==> src/rtl/uart_pkg.sv <==
// uart_pkg: shared UART transmitter states and line-level constants
package uart_pkg;
    typedef enum logic [2:0] {IDLE, START, DATA, PARITY, STOP} tx_state_t;
    localparam logic PARITY_EVEN = 1'b0;
    localparam logic PARITY_ODD  = 1'b1;
    localparam logic LINE_IDLE   = 1'b1;
    localparam logic START_BIT   = 1'b0;
    localparam logic STOP_BIT    = 1'b1;
endpackage

==> src/rtl/uart_bit_timer.sv <==
// uart_bit_timer: counts 0..P-1 per bit period and pulses bit_done on the last cycle
module uart_bit_timer (
    input  logic       clk,
    input  logic       reset,
    input  logic       load,
    input  logic       run,
    input  logic [5:0] prescale,
    output logic       bit_done
);
    logic [5:0] p_q, p_d, cnt_q, cnt_d;
    assign bit_done = run && (cnt_q == p_q - 6'd1);
    always_comb begin
        p_d   = p_q;
        cnt_d = cnt_q;
        if (load) begin
            p_d   = (prescale == 6'd0) ? 6'd1 : prescale;
            cnt_d = 6'd0;
        end else if (run) begin
            cnt_d = bit_done ? 6'd0 : cnt_q + 6'd1;
        end
    end
    always_ff @(posedge clk) begin
        if (reset) begin
            p_q   <= 6'd1;
            cnt_q <= 6'd0;
        end else begin
            p_q   <= p_d;
            cnt_q <= cnt_d;
        end
    end
endmodule

==> src/rtl/uart_tx_prescaled.sv <==
// uart_tx_prescaled: prescale-timed UART transmitter with a one-entry holding register
module uart_tx_prescaled
    import uart_pkg::*;
#(
    parameter int DATA_WIDTH = 8
) (
    input  logic                  clk,
    input  logic                  reset,
    input  logic [5:0]            prescale,
    input  logic                  parity_enable,
    input  logic                  parity_type,
    input  logic                  data_valid,
    input  logic [DATA_WIDTH-1:0] parallel_data,
    output logic                  ready,
    output logic                  serial_data_out,
    output logic                  busy
);
    localparam int IW = (DATA_WIDTH > 1) ? $clog2(DATA_WIDTH) : 1;
    tx_state_t state_q, state_d;
    logic [IW-1:0] idx_q, idx_d;
    logic [DATA_WIDTH-1:0] shift_q, shift_d, hold_q, hold_d;
    logic hold_full_q, hold_full_d, par_en_q, par_en_d, par_type_q, par_type_d;
    logic line_q, line_d, bit_done, start_frame;
    assign ready           = !hold_full_q;
    assign busy            = state_q != IDLE;
    assign serial_data_out = line_q;
    assign start_frame     = hold_full_q && (state_q == IDLE || (state_q == STOP && bit_done));
    uart_bit_timer u_timer (
        .clk      (clk),
        .reset    (reset),
        .load     (start_frame),
        .run      (busy),
        .prescale (prescale),
        .bit_done (bit_done)
    );
    always_comb begin
        state_d     = state_q;
        idx_d       = idx_q;
        shift_d     = shift_q;
        hold_d      = hold_q;
        hold_full_d = hold_full_q;
        par_en_d    = par_en_q;
        par_type_d  = par_type_q;
        if (data_valid && ready) begin
            hold_d      = parallel_data;
            hold_full_d = 1'b1;
        end
        if (start_frame) begin
            shift_d     = hold_q;
            par_en_d    = parity_enable;
            par_type_d  = parity_type;
            hold_full_d = 1'b0;
            idx_d       = '0;
            state_d     = START;
        end else if (bit_done) begin
            case (state_q)
                START:   state_d = DATA;
                DATA: begin
                    idx_d = (idx_q == IW'(DATA_WIDTH - 1)) ? '0 : idx_q + IW'(1);
                    state_d = (idx_q != IW'(DATA_WIDTH - 1)) ? DATA : par_en_q ? PARITY : STOP;
                end
                PARITY:  state_d = STOP;
                STOP:    state_d = IDLE;
                default: state_d = IDLE;
            endcase
        end
        // The line is computed from the next state so the output is a pure flop
        line_d = (state_d == START)  ? START_BIT :
                 (state_d == DATA)   ? shift_d[idx_d] :
                 (state_d == PARITY) ? (^shift_d ^ par_type_d) :
                 (state_d == STOP)   ? STOP_BIT : LINE_IDLE;
    end
    always_ff @(posedge clk) begin
        if (reset) begin
            state_q     <= IDLE;
            idx_q       <= '0;
            shift_q     <= '0;
            hold_q      <= '0;
            hold_full_q <= 1'b0;
            par_en_q    <= 1'b0;
            par_type_q  <= PARITY_EVEN;
            line_q      <= LINE_IDLE;
        end else begin
            state_q     <= state_d;
            idx_q       <= idx_d;
            shift_q     <= shift_d;
            hold_q      <= hold_d;
            hold_full_q <= hold_full_d;
            par_en_q    <= par_en_d;
            par_type_q  <= par_type_d;
            line_q      <= line_d;
        end
    end
endmodule
==> config.mk <==
export PLATFORM = sky130hd
export DESIGN_NAME = uart_tx_prescaled
export DESIGN_NICKNAME = d
export VERILOG_FILES = /design/src/rtl/uart_pkg.sv /design/src/rtl/uart_bit_timer.sv /design/src/rtl/uart_tx_prescaled.sv
export SDC_FILE = /design/constraint.sdc
export NUM_CORES = 1
export LEC_CHECK = 0
export ABC_AREA = 1
export CAP_MARGIN = 20
export CORE_MARGIN = 3
export CORE_UTILIZATION = 40
export CTS_CLUSTER_DIAMETER = 40
export CTS_CLUSTER_SIZE = 30
export DETAILED_ROUTE_END_ITERATION = 12
export GPL_TIMING_DRIVEN = 0
export HOLD_SLACK_MARGIN = 0.1
export PLACE_DENSITY_LB_ADDON = 0.15
export SETUP_SLACK_MARGIN = 0.5
export SLEW_MARGIN = 20
export SYNTH_ARGS = -nofsm -noshare
export SYNTH_HDL_FRONTEND = slang
export SYNTH_SLANG_ARGS = --single-unit
==> constraint.sdc <==
create_clock -name clk -period 2.44 [get_ports clk]
set_clock_uncertainty 0.15 [all_clocks]
set_input_delay 0.366 -clock clk [delete_from_list [all_inputs] [get_ports clk]]
set_output_delay 0.366 -clock clk [all_outputs]
set_load 0.01 [all_outputs]
* Word-level counts from Yosys, hierarchy flattened
Index checks and enable logic that the tools add are counted.
Widths: inputs -> output; s select.
** Storage, ports and cells
- Register bits after elaboration :: 38
- Bits in latches :: 0
- Bits in writable memories :: 0
- ROM bits :: 0
- Input bits :: 19
- Output and inout port bits :: 3
- Logic and storage cells :: 54
- Memories kept :: 0
** Operators by class
- $add $sub $neg :: 3
- $mul :: 0
- Div/mod/pow operators :: 0
- Order comparisons :: 1
- Eq/ne operators :: 10
- Shift-type cells :: 0
- Mux-type cells :: 18
- Bitwise logic cells :: 1
- Reductions and logical operators :: 11
** Operator list (count)
- $mux 3 :: 8
- $eq 3x2->1 const B :: 4
- $mux 6 :: 2
- $pmux 3 s3 :: 1
- $mux 8 :: 1
- $reduce_xor 8->1 :: 1
- $add 6x1->6 const B :: 1
- $eq 3x1->1 const B :: 2
- $eq 3x3->1 const B :: 2
- $eq 6x6->1 :: 1
- $logic_not 6->1 :: 1
- $sub 6x1->6 const B :: 1
- $mux 1 :: 5
- $logic_and 1x1->1 :: 4
- $lt 3x4->1 const B :: 1
- $add 3x1->3 const B :: 1
- $bmux 1 s3 :: 1
- $logic_not 3->1 :: 1
- $ne 3x3->1 const B :: 1
- $reduce_bool 3->1 :: 1
- $reduce_or 2->1 :: 1
- $logic_not 1->1 :: 1
- $logic_or 1x1->1 :: 1
- $xor 1x1->1 :: 1

* Longest topological paths before layout
- Depth in word-level cells :: 12
- Mapped depth :: 25
- Mapped depth without buffers :: 24

* Cells and area by module
A second synthesis with hierarchy kept.
** Second synthesis, totals
- Cell total of the unflattened synthesis :: 351
- Area total of the unflattened synthesis :: 2214.6 µm²
** By module, submodules not included
- uart_tx_prescaled :: instances 1, cells each 233, area an instance 1465.2 µm², sequential area each 520.5 µm²
- uart_bit_timer :: instances 1, cells each 118, area an instance 749.5 µm², sequential area each 240.2 µm²

* Least setup slack after synthesis
No wires, ideal clock.
- Path type :: register -> register
- Start :: reg u_timer.p_q[0]
- End :: reg line_q, in the netlist serial_data_out
- Setup time :: 0.122 ns
- Arrival time :: 2.164 ns
- Data required time :: 2.168 ns
- Path slack :: 0.004 ns
- Stages on the path, launching flop included :: 25
- Path buffers :: 1
- Clock period less this slack :: 2.436 ns
- Cells stage by stage :: dfxtp_1 > inv_2 > ha_1 > inv_1 > nand2_1 > nand2_1 > nor2_1 > nand2_1 > nor2_2 > nand3_4 > nand2_4 > nand2_4 > buf_6 > nand2_1 > nand2_2 > nand2_1 > nand2_1 > inv_1 > nand2_1 > nand2_1 > nand3_1 > nand3_1 > nand2_1 > nand2_1 > nand2_1
** On the way
- Longest elaborated chain between the ends :: 12
- Elaborated cells on any way between the ends :: 22
- Those cells by class :: add/sub (1); eq/ne (4); mux (11); bitwise (1); reduce/logical (5)
** Ends and longest elaborated chain
- start, declared :: RTL line uart_bit_timer.sv:10 : logic [5:0] p_q, p_d, cnt_q, cnt_d;
- start signal, assigned :: RTL line uart_bit_timer.sv:27 : p_q <= p_d;
- $sub 6x1->6 (*) :: RTL line uart_bit_timer.sv:11 : assign bit_done = run && (cnt_q == p_q - 6'd1);
- $eq 6x6->1 (*) :: RTL line uart_bit_timer.sv:11
- $logic_and 1x1->1 (*) :: RTL line uart_bit_timer.sv:11
- $logic_and 1x1->1 :: RTL line uart_tx_prescaled.sv:27 : assign start_frame = hold_full_q && (state_q == IDLE || (state_q == STOP && bit_done));
- $logic_or 1x1->1 :: RTL line uart_tx_prescaled.sv:27
- $logic_and 1x1->1 :: RTL line uart_tx_prescaled.sv:27
- $mux 8 :: RTL line uart_tx_prescaled.sv:48 : if (start_frame) begin
- $reduce_xor 8->1 :: RTL line uart_tx_prescaled.sv:70 : (state_d == PARITY) ? (^shift_d ^ par_type_d) :
- $xor 1x1->1 :: RTL line uart_tx_prescaled.sv:70
- $mux 1 :: RTL line uart_tx_prescaled.sv:70
- $mux 1 :: RTL line uart_tx_prescaled.sv:69 : (state_d == DATA) ? shift_d[idx_d] :
- $mux 1 (*) :: RTL line uart_tx_prescaled.sv:68 : line_d = (state_d == START) ? START_BIT :
- end signal, assigned :: RTL line uart_tx_prescaled.sv:91 : line_q <= line_d;
- end, declared :: RTL line uart_tx_prescaled.sv:23 : logic line_q, line_d, bit_done, start_frame;
Mark *: on every way between the ends. The rest lies on a longest branch, timed or not. The select of a mux whose other input is x is not followed.
A chain may end at the register's enable or synchronous reset.

* Worst setup path in the final report
Same ends and word-level chain as after synthesis.

==> flow_metrics.env <==
export IMPL_timing_rr_start="u_timer.p_q[0]"
export IMPL_critical_path_peak_fanout=10
export IMPL_met3RoutedLength_um=228
export IMPL_htreeDepth=2
export IMPL_post_synthesis_net_count=361
export IMPL_synthArstFlopShare_pct=0
export IMPL_dr_first_iter_drc_count=72
export IMPL_finalHoldWorstSlack_ns=0.353
export IMPL_drive_gt1_share_pct=35.3
export IMPL_row_count=26
export IMPL_m1WireLength_mm=2.58
export IMPL_pin_count_of_the_biggest_net_entering_global_routing=13
export IMPL_syn_instance_count=338
export IMPL_synth_yosys_seq_area_share_pct=35.2
export IMPL_synthesized_area_per_cell_um2=6.39
export IMPL_final_slew_violations=0
export IMPL_routed_via_density=4.94
export IMPL_synth_adder_area_share_pct=2.32
export IMPL_worst_ir_drop_vdd_v=0.000546
export IMPL_setup_slack_of_the_critical_path_after_layout_ns=-0.236
export IMPL_setup_viol=8
export IMPL_synth_xor_xnor_area_share_pct=1.22
export IMPL_synthFlopType="sky130_fd_sc_hd__dfxtp_1"
export IMPL_crit_path_time_final_ns=2.68
export IMPL_hold_path_class="flop to flop"
export IMPL_die_height_um=79.5
export IMPL_multi_input_comb_area_um2=1570
export IMPL_max_cap_violations=0
export IMPL_timing_critical_path_from="u_timer.p_q[0]"
export IMPL_detail_route_first_pass_iterations=4
export IMPL_via_count_of_the_first_global_routing_pass=2188
export IMPL_period_share_pct=110
export IMPL_pin_count=22
export IMPL_min_from="u_timer.p_q[4]"
export IMPL_worst_slew_margin_rel_pct=47.4
export IMPL_gr_total_overflow=0
export IMPL_area_fraction_in_compound_gates_after_synthesis_pct=12.1
export IMPL_num_vias=2348
export IMPL_cts_buffers=5
export IMPL_n_antenna_cell=0
export IMPL_cp_data_arrival_time_ns=2.71
export IMPL_clock_fmax_ghz=0.374
export IMPL_worstPathRequired_ns=2.47
export IMPL_final_seq_area_um2=763
export IMPL_die_area_um2=6310
export IMPL_wl_met2_mm=3.33
export IMPL_power_density_cell_area_nw_per_um2=729
export IMPL_rsz0062_at_grt="yes"
export IMPL_floorplan_initialDensity_pct=41.7
export IMPL_timing_critical_path_to_type="flop"
export IMPL_muxShareOfSynthArea_pct=0.464
export IMPL_synth_distinct_cells=29
export IMPL_ant_nets=0
export IMPL_post_route_drc_count=0
export IMPL_synthesis_area_um2=2160
export IMPL_outcome="complete, but fails checks"
export IMPL_synth_area_in_simple_gates_pct=38.3
export IMPL_fin_nets=427
export IMPL_cts_sinks=38
export IMPL_grt_antenna_before_repair=0
export IMPL_fillerInstances=421
export IMPL_cts_reportedPaths_clkPinSlew_ns=0.08
export IMPL_total_count_of_hold_check_failures_in_the_final_report=0
export IMPL_synth_seq_cells=38
export IMPL_gpl_final_weighted_congestion=0.876
export IMPL_timing_critical_path_from_type="flop"
export IMPL_wirelength_mm=6.25
export IMPL_synth_top_family_by_area="simple AND/OR/NAND/NOR gates"
export IMPL_synth_enable_flop_cells=0
export IMPL_placement_io_buffers=21
export IMPL_die_w_um=79.5
export IMPL_dpl_hpwl_mm=3.84
export IMPL_tritoncts_clock_tree="yes"
export IMPL_yosys_warnings=0
export IMPL_static_leakage_power_nw=1.49
export IMPL_wl_per_cell_um=13.2
export IMPL_tightest_slew_ns=0.787
export IMPL_grt_pass1_wl_mm=9.52
export IMPL_worst_skew_pair_late_latency_ns=0.29
export IMPL_maxUsedRoutingLayer="met4"
export IMPL_area_growth_pct=58.2
export IMPL_pre_cts_ws_ns=-0.294
export IMPL_critPathKind="flop to flop"
export IMPL_cts_root_buf="sky130_fd_sc_hd__clkbuf_8"
export IMPL_ff2ff_setup_slack_ns=-0.24
export IMPL_violated_checks="setup timing"
export IMPL_groute_usage_overall_pct=19.2
export IMPL_core_region_area_um2=5170
export IMPL_cts_max_path_buffers=2
[logic make-up after synthesis]
kind of cell             after synthesis
buffers and inverters                 55
AND/OR/NAND/NOR                      190
XOR/XNOR                               3
adder cells (fa/ha/maj)                4
AO/OA/AOI/OAI                         47
flip-flops                            38
multiplexers                           1
[flip-flops by register name (all words and copies together), names as in the netlist]
signal           count
hold_full_q          1
hold_q               8
idx_q                3
par_en_q             1
par_type_q           1
serial_data_out      1
shift_q              8
state_q              3
u_timer.cnt_q        6
u_timer.p_q          6
[area by class of cell]
type | instances | area share (%)
multi-input cells | 246 | 45.8
flip-flops and latches | 38 | 22.4
repair buffers | 58 | 17.9
inverters | 48 | 5.75
well taps | 70 | 2.57
plain buffers | 7 | 2.42
clock buffers | 5 | 2.02
clock inverters | 3 | 1.17
[cell usage in the layout (no fill, tap or decap), types with 8 or more instances in the layout]
master                             n
sky130_fd_sc_hd__inv_1            36
sky130_fd_sc_hd__nor2_1           33
sky130_fd_sc_hd__nand2_4          11
sky130_fd_sc_hd__buf_6            18
sky130_fd_sc_hd__nand2_1          71
sky130_fd_sc_hd__nand2_2          17
sky130_fd_sc_hd__dfxtp_1          36
sky130_fd_sc_hd__inv_2             8
sky130_fd_sc_hd__o21ai_0          12
sky130_fd_sc_hd__a21oi_2           8
sky130_fd_sc_hd__nand3_1          20
sky130_fd_sc_hd__nor2_2            9
sky130_fd_sc_hd__buf_4            15
sky130_fd_sc_hd__clkdlybuf4s50_1  20
[metal layers]
| layer | vias up | track usage (%) |
|---|---|---|
| li1 | 1201 | - |
| met1 | 1097 | 21.9 |
| met2 | 39 | 34.7 |
| met3 | 11 | 3.84 |
| met4 | 0 | 7.56 |
| met5 | - | 0 |
[cell usage after synthesis, types with 2 or more instances]
library cell	count	area (um2)
sky130_fd_sc_hd__nand2_1	95	357
sky130_fd_sc_hd__nor2_1	46	173
sky130_fd_sc_hd__inv_1	43	161
sky130_fd_sc_hd__dfxtp_1	38	761
sky130_fd_sc_hd__nand3_1	25	125
sky130_fd_sc_hd__o21ai_0	21	105
sky130_fd_sc_hd__a21oi_1	15	75.1
sky130_fd_sc_hd__nor3_1	6	30.0
sky130_fd_sc_hd__nand3b_1	5	37.5
sky130_fd_sc_hd__o21ai_1	5	25.0
sky130_fd_sc_hd__clkbuf_1	4	15.0
sky130_fd_sc_hd__ha_1	4	50.1
sky130_fd_sc_hd__inv_2	4	15.0
sky130_fd_sc_hd__nand2_2	4	25.0
sky130_fd_sc_hd__nor2_2	3	18.8
sky130_fd_sc_hd__xor2_1	3	26.3
sky130_fd_sc_hd__buf_6	2	22.5
sky130_fd_sc_hd__nand2_4	2	22.5
sky130_fd_sc_hd__o211ai_1	2	15.0
sky130_fd_sc_hd__o21ai_2	2	17.5
[repair_timing]
action | CTS | global route
pin swaps | 16 | 34
setup endpoints to repair | 31 | 37
gates cloned | 3 | 0
buffers inserted | 20 | 15
resized for setup | 53 | 88
hold endpoints to repair | 0 | 0
hold buffers | 0 | 0
[worst max-delay path: stages, from the launching register on]
cell and delay [ns]:
sky130_fd_sc_hd__dfxtp_2 0.34, sky130_fd_sc_hd__inv_2 0.05, sky130_fd_sc_hd__ha_4 0.26, sky130_fd_sc_hd__inv_2 0.03, sky130_fd_sc_hd__nand2_1 0.04, sky130_fd_sc_hd__nand2_1 0.05, sky130_fd_sc_hd__nor2_1 0.10, sky130_fd_sc_hd__nand2_1 0.09
sky130_fd_sc_hd__nor2_4 0.15, sky130_fd_sc_hd__nand3_4 0.14, sky130_fd_sc_hd__nand2_8 0.14, sky130_fd_sc_hd__buf_8 0.14, sky130_fd_sc_hd__nand3b_1 0.10, sky130_fd_sc_hd__nand2_2 0.13, sky130_fd_sc_hd__nand2_2 0.07, sky130_fd_sc_hd__nand2_1 0.06
sky130_fd_sc_hd__nand2_1 0.07, sky130_fd_sc_hd__nand2_1 0.06, sky130_fd_sc_hd__nand2_1 0.07, sky130_fd_sc_hd__nand2_1 0.06, sky130_fd_sc_hd__nand2_1 0.05, sky130_fd_sc_hd__nand3_2 0.05, sky130_fd_sc_hd__nand2_1 0.05, sky130_fd_sc_hd__nand2_1 0.05
sky130_fd_sc_hd__nand2_1 0.04
[where the power goes]
group | total [W] | internal [W] | switching, W | leakage, nW
sequential | 0.000738 | 0.000689 | 0.0000497 | 0.312
combinational | 0.00122 | 0.000577 | 0.000646 | 1.12
clock | 0.000527 | 0.000301 | 0.000226 | 0.0579
total | 0.00249 | 0.00157 | 0.000922 | 1.49
[through the flow]
stage,power (W),util (%),area [um2],std cells,setup TNS (ns)
finish,0.00249,66.0,3410,475,-1.33
floorplan,0.00124,-,2180,338,0
CTS,0.00221,57.4,2970,460,-0.268
global placement,0.00141,48.0,2480,429,-0.276
global route,0.00264,66.0,3410,475,-3.54
detailed placement,0.00142,48.0,2480,429,-0.294
[final timing paths]
check	end	depth (start not counted)
worst max register to register	serial_data_out	24
worst max-delay path	serial_data_out	24
worst min register to register	u_timer.p_q[4]	2
worst min-delay path	u_timer.p_q[4]	2
(Power assumes the default switching activity.)
